`src/rtl/sram_req_adapter_pkg.sv`:
```
// Shared constants for the SRAM request adapter and its response buffer.
// Widths stay parametric at each use site; only defaults live here.
package sram_req_adapter_pkg;

  localparam int unsigned SRAM_DATA_WIDTH = 64;
  localparam int unsigned SRAM_NUM_WORDS  = 1024;
  localparam int unsigned SRAM_RSP_DEPTH  = 2;

  // Bits needed to hold an occupancy count in the range 0..depth inclusive.
  function automatic int unsigned cnt_width(input int unsigned depth);
    return $clog2(depth + 1);
  endfunction

endpackage

```
`src/rtl/sram_req_adapter_fifo.sv`:
```
// fifo_v3: small first-word-fall-through FIFO used as the read response buffer.
// Head data is presented combinationally so a pushed word is visible the next cycle.
module fifo_v3
  import sram_req_adapter_pkg::*;
#(
  parameter  int unsigned DEPTH      = SRAM_RSP_DEPTH,
  parameter  int unsigned DATA_WIDTH = SRAM_DATA_WIDTH,
  localparam int unsigned PW         = (DEPTH > 1) ? $clog2(DEPTH) : 1,
  localparam int unsigned CW         = cnt_width(DEPTH)
) (
  input  logic                  clk_i,
  input  logic                  rst_ni,
  input  logic                  push_i,
  input  logic [DATA_WIDTH-1:0] data_i,
  input  logic                  pop_i,
  output logic [DATA_WIDTH-1:0] data_o,
  output logic                  empty_o,
  output logic [CW-1:0]         usage_o
);

  logic [DATA_WIDTH-1:0] mem_q [DEPTH];
  logic [PW-1:0]         wr_ptr_q, wr_ptr_next;
  logic [PW-1:0]         rd_ptr_q, rd_ptr_next;
  logic [CW-1:0]         usage_q, usage_next;
  logic                  full;
  logic                  push_eff;
  logic                  pop_eff;

  function automatic logic [PW-1:0] ptr_inc(input logic [PW-1:0] p);
    return (p == PW'(DEPTH - 1)) ? '0 : p + 1'b1;
  endfunction

  assign full     = (usage_q == CW'(DEPTH));
  assign empty_o  = (usage_q == '0);
  assign usage_o  = usage_q;
  assign data_o   = mem_q[rd_ptr_q];
  // A push into a full buffer is only legal when the head leaves in the same cycle.
  assign push_eff = push_i && (!full || pop_i);
  assign pop_eff  = pop_i && !empty_o;

  always_comb begin
    wr_ptr_next = wr_ptr_q;
    rd_ptr_next = rd_ptr_q;
    usage_next  = usage_q;
    if (push_eff) wr_ptr_next = ptr_inc(wr_ptr_q);
    if (pop_eff)  rd_ptr_next = ptr_inc(rd_ptr_q);
    case ({push_eff, pop_eff})
      2'b10:   usage_next = usage_q + 1'b1;
      2'b01:   usage_next = usage_q - 1'b1;
      default: usage_next = usage_q;
    endcase
  end

  always_ff @(posedge clk_i or negedge rst_ni) begin
    if (!rst_ni) begin
      wr_ptr_q <= '0;
      rd_ptr_q <= '0;
      usage_q  <= '0;
    end else begin
      wr_ptr_q <= wr_ptr_next;
      rd_ptr_q <= rd_ptr_next;
      usage_q  <= usage_next;
    end
  end

  always_ff @(posedge clk_i) begin
    if (push_eff) mem_q[wr_ptr_q] <= data_i;
  end

  overflow_a: assert property (@(posedge clk_i) disable iff (!rst_ni)
    !(push_i && full && !pop_i));

endmodule

```
`src/rtl/sram_req_adapter.sv`:
```
// Valid/ready front end for a single-port SRAM with one-cycle read latency.
// Reads are only admitted when a response buffer slot is guaranteed for them.
module sram_req_adapter
  import sram_req_adapter_pkg::*;
#(
  parameter  int unsigned DATA_WIDTH = SRAM_DATA_WIDTH,
  parameter  int unsigned NUM_WORDS  = SRAM_NUM_WORDS,
  parameter  int unsigned RSP_DEPTH  = SRAM_RSP_DEPTH,
  localparam int unsigned AW         = $clog2(NUM_WORDS),
  localparam int unsigned BW         = (DATA_WIDTH + 7) / 8
) (
  input  logic                  clk_i,
  input  logic                  rst_ni,

  input  logic                  req_valid_i,
  output logic                  req_ready_o,
  input  logic                  req_we_i,
  input  logic [AW-1:0]         req_addr_i,
  input  logic [DATA_WIDTH-1:0] req_wdata_i,
  input  logic [BW-1:0]         req_be_i,

  output logic                  rsp_valid_o,
  input  logic                  rsp_ready_i,
  output logic [DATA_WIDTH-1:0] rsp_rdata_o,

  output logic                  sram_req_o,
  output logic                  sram_we_o,
  output logic [AW-1:0]         sram_addr_o,
  output logic [DATA_WIDTH-1:0] sram_wdata_o,
  output logic [BW-1:0]         sram_be_o,
  input  logic [DATA_WIDTH-1:0] sram_rdata_i
);

  localparam int unsigned CW = cnt_width(RSP_DEPTH);
  localparam int unsigned OW = CW + 1;

  logic          rd_pending_q;
  logic          fifo_empty;
  logic [CW-1:0] fifo_usage;
  logic          pop;
  logic [OW-1:0] occupancy;

  assign rsp_valid_o = !fifo_empty;
  assign pop         = rsp_valid_o && rsp_ready_i;

  // Slots already claimed (buffered + in flight) minus the one leaving this cycle.
  assign occupancy   = OW'(fifo_usage) + OW'(rd_pending_q) - OW'(pop);
  assign req_ready_o = req_we_i || (occupancy < OW'(RSP_DEPTH));

  assign sram_req_o   = req_valid_i && req_ready_o;
  assign sram_we_o    = req_we_i;
  assign sram_addr_o  = req_addr_i;
  assign sram_wdata_o = req_wdata_i;
  assign sram_be_o    = req_be_i;

  always_ff @(posedge clk_i or negedge rst_ni) begin
    if (!rst_ni) begin
      rd_pending_q <= 1'b0;
    end else begin
      rd_pending_q <= sram_req_o && !req_we_i;
    end
  end

  fifo_v3 #(
    .DEPTH      (RSP_DEPTH),
    .DATA_WIDTH (DATA_WIDTH)
  ) u_rsp_fifo (
    .clk_i   (clk_i),
    .rst_ni  (rst_ni),
    .push_i  (rd_pending_q),
    .data_i  (sram_rdata_i),
    .pop_i   (pop),
    .data_o  (rsp_rdata_o),
    .empty_o (fifo_empty),
    .usage_o (fifo_usage)
  );

endmodule

```
`config.mk`:
```
export PLATFORM = sky130hd
export DESIGN_NAME = sram_req_adapter
export DESIGN_NICKNAME = d
export VERILOG_FILES = /design/src/rtl/sram_req_adapter_pkg.sv /design/src/rtl/sram_req_adapter_fifo.sv /design/src/rtl/sram_req_adapter.sv
export SDC_FILE = /design/constraint.sdc
export NUM_CORES = 1
export LEC_CHECK = 0
export BUFFER_PORTS_ARGS = -buffer_cell sky130_fd_sc_hd__buf_2
export CORE_MARGIN = 1.5
export CORE_UTILIZATION = 42
export DETAILED_ROUTE_END_ITERATION = 12
export GPL_TIMING_DRIVEN = 0
export PLACE_DENSITY = 0.76
export SLEW_MARGIN = 20
export SYNTH_ARGS = -nofsm -noshare
export SYNTH_HDL_FRONTEND = slang
export SYNTH_SLANG_ARGS = --single-unit
```
`constraint.sdc`:
```
create_clock -name clk_i -period 10 [get_ports clk_i]
set_input_delay 2 -clock clk_i [delete_from_list [all_inputs] [get_ports clk_i]]
set_output_delay 2 -clock clk_i [all_outputs]
set_load 0.01 [all_outputs]
```
# Yosys cells after proc, flatten, opt, wreduce, memory -nomap -nowiden
# Memory sizes are Yosys's and may differ from the RTL's.
# Index checks and enable logic that the tools add are counted.
# classes
add_sub_neg	6
magnitude_cmp	1
eq_ne	3
muxes	5
n_reduce_logical	12
# ops
operator	n
$logic_and A1 B1 Y1	5
$eq A2 B2 Y1 const B	2
$mux W1	4
$pmux W2 S2	1
$add A2 B1 Y3	1
$logic_not A1 Y1	3
$lt A3 B2 Y1 const B	1
$sub A3 B1 Y3	1
$add A1 B1 Y1 const B	2
$add A2 B1 Y2 const B	1
$eq A2 B1 Y1 const B	1
$logic_not A2 Y1	1
$logic_or A1 B1 Y1	2
$reduce_bool A2 Y1	1
$sub A2 B1 Y2 const B	1
# totals
regBits	5
ramBits	128
in_bits	151
out_inout_bits	150
mem_count	1
# memory_table
memory	depth	width	read_ports	rd_clocked_by_memory_dff	write_ports	line_no	source
u_rsp_fifo.mem_q	2	64	1	0	1	sram_req_adapter_fifo.sv:21	logic [DATA_WIDTH-1:0] mem_q [DEPTH];

# Depth between registers and ports, before layout
# logic_depth
depth_word	8
mapped_depth	8

# Hierarchy
# A second synthesis with hierarchy kept.
# hier_totals
cells_unflattened	315
area_unflattened_um2	5788.1
# modules_own_cells
mod	n_inst	cells_per_inst	area_per_inst_um2	seq_area_each_um2
fifo_v3	1	217	5033.6	3943.8
sram_req_adapter	1	98	754.5	25.0

# Worst setup path after synthesis
# Ideal clock, no wire load.
# synth_path
path_kind	in2out
start	input rsp_ready_i
end	output sram_req_o
t_arrival_ps	3352
required_ps	8000
setup_slack_ps	4648
cell_stages	7
cell_sequence	and2_1 > ha_1 > nand2b_1 > fa_1 > xnor2_1 > a21oi_1 > nor2b_1
# synth_via
elab_chain_len	5
# synth_lines
element	line_no	source
start: declaration	sram_req_adapter.sv:23	input logic rsp_ready_i,
$logic_and A1 B1 Y1	sram_req_adapter.sv:44	assign pop = rsp_valid_o && rsp_ready_i;
$sub A3 B1 Y3	sram_req_adapter.sv:47	assign occupancy = OW'(fifo_usage) + OW'(rd_pending_q) - OW'(pop);
$lt A3 B2 Y1	sram_req_adapter.sv:48	assign req_ready_o = req_we_i || (occupancy < OW'(RSP_DEPTH));
$logic_or A1 B1 Y1	sram_req_adapter.sv:48	
$logic_and A1 B1 Y1	sram_req_adapter.sv:50	assign sram_req_o = req_valid_i && req_ready_o;
end: declaration	sram_req_adapter.sv:26	output logic sram_req_o,
# Every way passes these cells.

# Worst setup path after layout
# Same ends and word-level chain as after synthesis.

==> impl_metrics.py <==
metrics = {
    "outcome": {
        "outcome": "complete, no violations",
    },
    "layout": {
        "area_growth_pct": 37.23,
        "layout.cells.most_common": "buf_2",
        "final_cell_mix": "219 x buf_2, 128 x edfxtp_1, 84 x buf_4",
        "design.final.nets": 709,
        "final_core_utilization_pct": 59.94,
        "drive_gt1_share_pct": 72.18,
    },
    "power": {
        "net-switching-power_uw": 511.8,
        "p_leak_uw": 0.003191,
        "design_power_total_uw": 1870,
        "sequential_group_share_of_total_power_pct": 37.9,
        "comb_power_share_pct": 29.4,
        "share_clk_of_total_power_pct": 32.6,
        "maximum_vdd_drop_mv": 0.1335,
        "power-per-cell-area_nw_per_um2": 244.2,
        "cellInternalPower_uw": 1358,
        "p_sw_share_pct": 27.37,
    },
    "clock_network": {
        "cts_buffers": 17,
        "htreeDepth": 4,
        "post_cts_resize_count": 0,
        "clk_pin_slew_ps": 50,
        "ctsHoldBuffers": 0,
        "clock-root-buffer": "clkbuf_16",
        "clock_sinks": 133,
        "cts.path.max_buffers": 2,
        "clk_latency_ps": 400,
        "cts_tree": "built",
        "post-cts-setup-buffer-count": 0,
    },
    "synthesis": {
        "synth.yosys.seq_area_share_pct": 71.14,
        "synth.avg_cell_area_um2": 17.88,
        "synth-seq-cells": 133,
        "synth.area.top_cells": "edfxtp_1 69%, mux2_2 13%, buf_4 11%",
        "instance_count_of_the_mapped_netlist": 312,
        "synth_nets": 466,
        "netlist.area_leader.share_pct": 68.89,
        "synthDistinctLibCells": 22,
        "post-synth-top-area-cell": "edfxtp_1",
        "yosysWarnings": 0,
        "combined_area_of_all_synthesized_cells_um2": 5579,
    },
    "sta": {
        "max_slew.worst_pin.slew_ps": 398.5,
        "period_share_pct": 56.06,
        "finalCriticalPeriod_ps": 5606,
        "f_max_mhz": 178.4,
        "tns_ps": 0,
        "slew_headroom_pct": 73.43,
        "report.final.slew_viol_count": 0,
        "fin_skew_ps": 4.940,
        "finalHoldViolations": 0,
        "report.final.setup_viol": 0,
        "rsz0062_at_grt": "no",
    },
    "drt": {
        "met1_length_um": 4961,
        "drc": 0,
        "met2WireLength_um": 6924,
        "detail_route.vias_per_cell": 4.595,
        "dr_vias": 3405,
        "wl_per_cell_um": 18.35,
        "route.top_layer_used": "met5",
        "detail_route.wirelength_um": 13600,
        "ant_nets": 0,
        "detail_route.iter0.violations": 106,
        "drt-pass1-iter-count": 4,
        "wl_met3_um": 1195,
    },
    "worst_setup_path": {
        "worstPathArrival_ps": 3610,
        "worst-path-max-fanout": 3,
        "worst_setup_path_end_kind": "output pin",
        "critical_path.startpoint_type": "input port",
        "cp.required_ps": 8000,
        "worst-setup-path-type": "in2out",
        "setup.reg_to_reg.worst_slack_ps": 7780,
    },
    "floorplan": {
        "fp.coreArea_um2": 12770,
        "die_x_um": 118.3,
        "initial_core_util_pct": 43.68,
        "design.die.area_um2": 13980,
        "boundaryPins": 301,
        "chipHeight_um": 118.3,
        "core.rowCount": 41,
    },
    "min_path": {
        "hold_crit_path_type": "reg2reg",
    },
    "grt": {
        "gr-total-overflow": 0,
        "via_count_of_the_first_global_routing_pass": 3572,
        "antenna_found_initial": 2,
        "pin_count_of_the_biggest_net_entering_global_routing": 24,
        "grt_first_pass_wirelength_um": 19760,
        "grtUsageTotal_pct": 19.38,
    },
    "placed_design": {
        "buffer_ports.inserted": 218,
        "dpl.hpwl_um": 10640,
        "place.gp.congestion": 0.8485,
    },
    "flow_run": {
        "drv_cap": 0,
    },
}
-- cell usage after synthesis --
master	count
ha_1	2
dfrtp_1	5
fa_1	1
nand2b_1	1
mux2_2	64
a21oi_1	1
nor2b_1	1
nor3b_1	1
buf_6	5
xnor2_1	5
nor2_1	3
nand2_1	1
and2_4	1
xor2_1	1
and2_1	1
or2_4	1
buf_2	1
buf_4	84
inv_1	3
edfxtp_1	128
inv_2	1
o31ai_4	1
-- worst max-delay path, cell delays in order --
cell and delay, ps:
buf_2 130, and2_1 140, ha_1 250, nand2b_1 150, fa_1 380, xnor2_1 150
a21oi_1 210, nor2b_1 70, buf_2 140
-- area by class of cell --
class	count	area (um2)
flip-flops and latches	133	3969
inverters	4	15.01
repair buffers	224	1256
diodes	1	2.502
multi-input cells	85	918.4
well taps	172	215.2
clock buffers	19	432.9
plain buffers	90	691.9
clock inverters	13	155.1
fillers	1022	5117
-- cell families (layout without fill, tap and decap cells) --
group,after synthesis,count (layout),share of synthesized area (%)
fa+ha+maj,3,3,0.8073
flops,133,133,71.14
other cells,0,1,0
xor+xnor,6,6,0.9419
mux,64,64,12.92
compound gates,2,2,0.4709
buf+inv,94,350,12.67
simple gates,10,10,1.054
-- routing by layer --
metal / vias up / GRT usage (%)
li1: 1548 / -
met1: 1636 / 20.78
met2: 185 / 32.81
met3: 34 / 7.963
met4: 2 / 9.909
met5: - / 0
-- power by group through the flow --
stage / logic (uW) / registers, uW / clock network (uW)
2_1_floorplan: 348 / 720 / 0
3_3_place_gp: 524 / 727 / 0
3_5_place_dp: 559 / 721 / 0
4_1_cts: 563 / 710 / 624
5_1_grt: 593 / 716 / 644
6_report: 551 / 709 / 610
-- per-stage QoR --
stage / instances / area, um2 / hold slack (ps) / setup slack, ps
floorplan: 312 / 5579 / 467.1 / 4648
global placement: 702 / 6885 / 480.0 / 3179
detailed placement: 708 / 7066 / 547.0 / 4392
CTS: 740 / 7654 / 558.2 / 4380
global route: 741 / 7656 / 593.6 / 4234
finish: 741 / 7656 / 554.7 / 4394
-- final timing paths --
check	startpoint	endpoint	depth (start not counted)
hold reg to reg	u_rsp_fifo.wr_ptr_q	u_rsp_fifo.wr_ptr_q	1
min in group asynchronous	rst_ni	rd_pending_q	1
setup reg to reg	u_rsp_fifo.usage_o[0]	rd_pending_q	8
setup / recovery	rsp_ready_i	sram_req_o	9
max in group asynchronous	rst_ni	u_rsp_fifo.usage_o[0]	1
hold / removal	u_rsp_fifo.wr_ptr_q	u_rsp_fifo.wr_ptr_q	1
-- registers in the layout, indices dropped and copies added (netlist names) --
| register | cells |
|---|---|
| u_rsp_fifo.usage_o | 2 |
| u_rsp_fifo.rd_ptr_q | 1 |
| u_rsp_fifo.mem_q | 128 |
| u_rsp_fifo.wr_ptr_q | 1 |
| rd_pending_q | 1 |
Power figures use the tool's default switching activity.
